<file path="src/rtl/button_event_detect.sv">
// button_event_detect: synchronised, debounced push-buttons with press/release/long-press events and a press counter
module button_event_detect #(
  parameter int NUM_BTN = 4,
  parameter int DEBOUNCE_CYC = 120000,
  parameter int LONG_CYC = 12000000,
  parameter logic [NUM_BTN-1:0] ACTIVE_LOW = 4'b0001
) (
  input  logic clk,
  input  logic rst,
  input  logic [NUM_BTN-1:0] btn_in,
  output logic [NUM_BTN-1:0] btn_level,
  output logic [NUM_BTN-1:0] btn_press,
  output logic [NUM_BTN-1:0] btn_release,
  output logic [NUM_BTN-1:0] btn_long,
  output logic [7:0] press_count
);
  localparam int DW = $clog2(DEBOUNCE_CYC);
  localparam int LW = LONG_CYC > 1 ? $clog2(LONG_CYC) : 1;
  typedef enum logic [1:0] {IDLE, HELD, LONG} state_t;
  logic [7:0] pc;
  for (genvar i = 0; i < NUM_BTN; i++) begin : g_btn
    logic s1, s2, p, hit, lvl, prs, rel, lng;
    logic [DW-1:0] dcnt;
    logic [LW-1:0] hcnt;
    state_t st;
    assign p = s2 ^ ACTIVE_LOW[i];
    assign hit = p != lvl && dcnt == DW'(DEBOUNCE_CYC - 1);
    assign btn_level[i] = lvl;
    assign btn_press[i] = prs;
    assign btn_release[i] = rel;
    assign btn_long[i] = lng;
    always_ff @(posedge clk) begin
      if (rst) begin
        s1 <= ACTIVE_LOW[i];
        s2 <= ACTIVE_LOW[i];
        dcnt <= '0;
        hcnt <= '0;
        st <= IDLE;
        lvl <= 1'b0;
        prs <= 1'b0;
        rel <= 1'b0;
        lng <= 1'b0;
      end else begin
        s1 <= btn_in[i];
        s2 <= s1;
        dcnt <= (p == lvl || hit) ? '0 : dcnt + 1'b1;
        lvl <= hit ? p : lvl;
        prs <= hit && p;
        rel <= hit && !p && st != IDLE;
        lng <= !hit && st == HELD && hcnt == LW'(LONG_CYC - 1);
        if (hit && !p) begin
          st <= IDLE;
        end else if (hit && p) begin
          st <= HELD;
          hcnt <= '0;
        end else if (st == HELD) begin
          if (hcnt == LW'(LONG_CYC - 1)) st <= LONG;
          else hcnt <= hcnt + 1'b1;
        end
      end
    end
  end
  always_comb begin
    pc = '0;
    for (int k = 0; k < NUM_BTN; k++) pc = pc + 8'(btn_press[k]);
  end
  always_ff @(posedge clk) begin
    if (rst) press_count <= '0;
    else press_count <= press_count + pc;
  end
endmodule

</file>
<file path="config.mk">
export PLATFORM = sky130hd
export DESIGN_NAME = button_event_detect
export DESIGN_NICKNAME = d
export VERILOG_FILES = /design/src/rtl/button_event_detect.sv
export SDC_FILE = /design/constraint.sdc
export NUM_CORES = 1
export LEC_CHECK = 0
export CAP_MARGIN = 25
export CORE_MARGIN = 8
export CORE_UTILIZATION = 45
export CTS_BUF_LIST = sky130_fd_sc_hd__clkbuf_16
export DETAILED_ROUTE_END_ITERATION = 8
export RECOVER_POWER = 50
export SYNTH_ARGS = -nofsm -noshare
export SYNTH_HDL_FRONTEND = slang
export SYNTH_SLANG_ARGS = --single-unit
</file>
<file path="constraint.sdc">
create_clock -name clk -period 3.2 [get_ports clk]
set_input_delay 0.64 -clock clk [delete_from_list [all_inputs] [get_ports clk]]
set_output_delay 0.64 -clock clk [all_outputs]
set_load 0.01 [all_outputs]
</file>
Yosys cells after proc, flatten, opt, wreduce, memory -nomap -nowiden. Index checks and enable logic that the tools add are counted.

Add/sub/neg operators: 12. Multiply operators: 0. Div/mod/pow operators: 0. Order comparisons: 0. Equality and inequality tests: 24. Shift-type cells: 0. Mux-type cells: 24. Bitwise logic cells: 5. Reductions and logical operators: 71.

Operators by type and width (number): 24-bit two-way mux (12); 24-bit by 1-bit adder with 24-bit output, second input constant (4); 24-bit equality test, second input constant (4); 17-bit by 1-bit adder with 17-bit output, second input constant (4); 17-bit equality test, second input constant (4); 1-bit logical AND (24); 2-bit nonzero test (12); 2-bit AND reduction (8); 2-bit OR reduction (8); 1-bit two-way mux (12); 3-bit AND reduction (4); 3-bit OR reduction (4); 8-bit by 4-bit adder with 8-bit output (1); 2-bit by 1-bit equality test with 1-bit output, second input constant (4); 1-bit logical NOT (7); 2-bit inequality test, second input constant (3); 1-bit inverter (5); 3-bit by 1-bit adder with 4-bit output (1); 1-bit equality test (4); 1-bit logical OR (4); 1-bit inequality test (4); 2-bit by 1-bit adder with 3-bit output (1); 1-bit by 1-bit adder with 2-bit output (1); 2-bit by 1-bit inequality test with 1-bit output, second input constant (1).

Flip-flop bits (word level): 204. Latch bits: 0. RAM bits: 0. Memory bits (read-only): 0. Bits of input ports: 6. Word-level logic and storage cells: 177. Memories: 0.

Depth between registers and ports, before layout.
Depth after elaboration: 6. Gate-level depth with buffers: 9. Mapped depth without buffers: 9.

Worst setup path after synthesis. No wires, ideal clock.

Path type: register to register. From: register g_btn[2].hcnt[0]. To: register g_btn[2].st[0]. Arrival: 2.124 ns. Required time: 3.085 ns. Slack: 0.961 ns. Stages on the path, launching flop included: 9. Buffers on the path: 1. Clock period less this slack: 2.239 ns. Cells stage by stage: dfxtp_1 > ha_1 > clkbuf_1 > nand2b_1 > or4_4 > or4_4 > nand2_1 > a21oi_1 > o21a_1.

Longest elaborated chain between the ends: 3.

RTL lines: from (decl) (line 24) `logic [LW-1:0] hcnt;`; from (signal assigned) (line 58) `else hcnt <= hcnt + 1'b1;`; 24-bit equality test (line 57) `if (hcnt == LW'(LONG_CYC - 1)) st <= LONG;`; 2-bit nonzero test (no source line); 2-bit AND reduction (no source line); to (signal assigned) (line 52) `st <= IDLE;`; to (signal assigned) (line 54) `st <= HELD;`; to (signal assigned) (line 57); to (decl) (line 25) `state_t st;`.

Every way passes these cells. A chain may end at the register's enable or synchronous reset.

Worst setup path after layout.
From: register g_btn[3].dcnt[8]. To: register g_btn[3].hcnt[21].

Longest elaborated chain between the ends: 5. Elaborated cells on any way between the ends: 9. Those cells by class: eq/ne (2); mux (1); bitwise (1); reduce/logical (5).

RTL lines: from (decl) (line 23) `logic [DW-1:0] dcnt;`; from (signal assigned) (line 46) `dcnt <= (p == lvl || hit) ? '0 : dcnt + 1'b1;`; 17-bit equality test (*) (line 27) `assign hit = p != lvl && dcnt == DW'(DEBOUNCE_CYC - 1);`; 1-bit logical AND (*) (line 27); 1-bit logical AND, on equally long branches (line 53, 51); 2-bit inequality test (no source line), or another cell as far along; 3-bit AND reduction (no source line); to (signal assigned) (line 58); to (decl) (line 24).

Mark *: on every way between the ends. The rest lies on a longest branch, timed or not.

==> results.py <==
metrics = {
    "clock_network": {
        "hold_buffers": 0,
        "cts_sinks": 204,
        "insertion_delay_ps": 500,
        "clockBufferDepth": 3,
        "ctsResizeCount": 0,
        "clk_pin_slew_ps": 60,
        "root_buffer": "clkbuf_16",
        "post-cts-setup-buffers": 0,
        "cts_made_buffers": 23,
        "tritoncts": "built",
        "cts-htree-levels": 1,
    },
    "routing": {
        "via_per_inst": 5.31,
        "ant_nets": 0,
        "drt_iter0_markers": 457,
        "wl_um": 19500,
        "routed-via-count": 7456,
        "route.detailed.drc": 0,
        "avgRoutedWirePerCell_um": 13.9,
        "dr.pass1.iters": 8,
    },
    "sta": {
        "tightest_slew_ps": 1140,
        "rsz0062_at_grt": "no",
        "slew_violations": 0,
        "setup_viol": 0,
        "fin_crit_ps": 2430,
        "max_freq_mhz": 411,
        "fin_worst_skew_ps": 9.57,
        "period_share_pct": 76.0,
        "whs_ps": 424,
        "hold_viol_final": 0,
        "relSlewSlack_pct": 23.7,
        "fin_tns_setup_ps": 0,
    },
    "global_route": {
        "grt-ovfl-total": 0,
        "antenna_found_initial": 0,
        "grt_use_total_pct": 14.9,
        "grt_pass1_vias": 7024,
        "grt_pass1_wl_um": 33500,
        "grt_max_degree": 27,
    },
    "finish": {
        "diodes": 0,
        "final_common_cell": "dfxtp_1",
        "nets": 1134,
        "final_util_pct": 51.2,
        "drive_above_1_share_pct": 5.22,
        "layout_common_cells": "dfxtp_1 (204), nor2_1 (176), nand2_1 (90)",
        "area_delta_synth_final_pct": 12.5,
        "nFillCells": 2039,
    },
    "setup_path": {
        "path_cells": "or4bb_1 -> nor4_4 -> a22oi_2 -> nand2_1 -> nor2_1 -> a221o_1",
        "cpPeakStageDelay_ps": 550,
        "r2r_setup_slack_ps": 770,
        "critPathKind": "reg -> reg",
        "crit_path_max_fanout": 13,
        "critPathTopFamily": "simple AND/OR/NAND/NOR gates",
        "required_ps": 3590,
        "slowest_stage": "or4bb_1",
        "cp.buffers_inverters": 0,
        "endpoint_kind": "register",
        "arrival_ps": 2820,
        "cp-start-kind": "register",
    },
    "yosys": {
        "syn-num-nets": 1128,
        "synth_cells": 1110,
        "muxShareOfSynthArea_pct": 0.528,
        "synth-simple-area-share_pct": 32.5,
        "synth_top_family_by_area": "simple AND/OR/NAND/NOR gates",
        "synth-xor-area-share_pct": 11.5,
        "synthFlopType": "dfxtp_1",
        "synth-compound-area-share_pct": 6.16,
        "syn_area_per_cell_um2": 8.54,
        "synth_cell_types": 60,
        "ys_seq_area_share_pct": 43.1,
        "synth_fa_ha_area_share_pct": 1.82,
        "ys_async_sr_fraction_pct": 0,
        "synth_top_area_cell": "dfxtp_1",
        "yosysTopAreaCellShare_pct": 43.1,
        "synth_edf_count": 0,
        "synth_warnings": 0,
        "netlist_area_um2": 9480,
        "ys_ff_latch": 204,
        "synth_area_leaders": "dfxtp_1 (43%), nor2_1 (7.0%), xnor2_1 (6.0%), xor2_1 (5.4%), nand3_1 (3.7%)",
    },
    "min_path": {
        "min_path_type": "reg -> reg",
    },
    "power_and_ir_drop": {
        "p_leak_nw": 3.73,
        "ir_worst_vdd_v": 0.000282,
        "p_total_mw": 5.41,
        "powerDensity_nw_per_um2": 507,
    },
    "placed_design": {
        "hpwl_um": 13400,
        "globalplace.congestion": 0.829,
        "io_buffer_count": 29,
    },
    "floorplan": {
        "die-area_um2": 26000,
        "rows": 53,
        "dieHeight_um": 161,
        "io_pins": 30,
        "coreArea_um2": 20800,
        "die_width_um": 161,
        "start_util_pct": 45.5,
    },
    "status": {
        "status": "finished clean",
    },
    "run": {
        "drv_cap": 0,
    },
}
cell usage after synthesis (all sizes together), types with 3 or more instances:
cell type  instances
a211oi             4
a21o               6
a21oi             30
a31o               3
and2              13
and3              48
and4               8
buf               32
clkbuf            28
dfxtp            204
fa                 3
ha                 9
inv               27
mux2i              5
nand2             90
nand2b             7
nand3             71
nand4             49
nand4b             6
nand4bb            5
nor2             176
nor2b             12
nor3              21
nor4              33
nor4b              9
nor4bb             6
o21a               3
o21ai             22
o31ai              9
or2                6
or3                8
or4               12
xnor2             65
xor2              59
where the power goes:
group          internal [mW]  switching [mW]
Clock                   1.78            1.02
Sequential              2.55         0.00499
Combinational         0.0194          0.0490
Total                   4.34            1.07
worst reg2reg max path: stages, from the launching register on:
cell	delay (ps)
dfxtp_1	340
or4bb_1	550
nor4_4	460
a22oi_2	270
nand2_1	290
nor2_1	70
a221o_1	350
final cells by class:
| type | count | area [um2] | area share (%) |
|---|---|---|---|
| flip-flops and latches | 204 | 4080 | 38.3 |
| repair buffers | 41 | 367 | 3.44 |
| clock inverters | 16 | 221 | 2.08 |
| clock buffers | 23 | 576 | 5.39 |
| multi-input cells | 819 | 4980 | 46.6 |
| inverters | 27 | 101 | 0.950 |
| well taps | 275 | 344 | 3.22 |
routing by layer:
layer,part of all wire (%),track usage (%)
met2,45,24.3
met1,50,20.0
met3,3.4,2.32
met4,2.0,4.42
met5,0,0
registers in the layout, summed over array words and instances (netlist names):
name / flops
g_btn.st: 8
g_btn.s1: 4
g_btn.s2: 1
press_count: 8
g_btn.lvl: 4
g_btn.dcnt: 68
g_btn.rel: 4
g_btn.p: 3
g_btn.hcnt: 96
g_btn.lng: 4
g_btn.prs: 4
logic make-up after synthesis:
logic type	Yosys count
mux	5
xor+xnor	124
fa+ha+maj	12
buf+inv	87
flops	204
compound gates	89
simple gates	589
worst paths after layout:
kind                               start                              to  cells after the start
max          g_btn[3].dcnt[8]$_SDFF_PP0_  g_btn[3].hcnt[21]$_SDFFE_PP0P_                      6
min               g_btn[0].s1$_SDFF_PP1_          g_btn[0].s2$_SDFF_PP1_                      1
max reg2reg  g_btn[3].dcnt[8]$_SDFF_PP0_  g_btn[3].hcnt[21]$_SDFFE_PP0P_                      6
min reg2reg       g_btn[0].s1$_SDFF_PP1_          g_btn[0].s2$_SDFF_PP1_                      1
metrics by stage:
step / cell area [um2] / setup WS (ps) / std cells
detailed placement: 9890 / 792 / 1366
finish: 10700 / 768 / 1405
floorplan: 9480 / 961 / 1110
global placement: 9880 / 809 / 1365
global route: 10700 / 552 / 1405
CTS: 10700 / 797 / 1405
No activity file was read; power rests on OpenSTA's default activity.
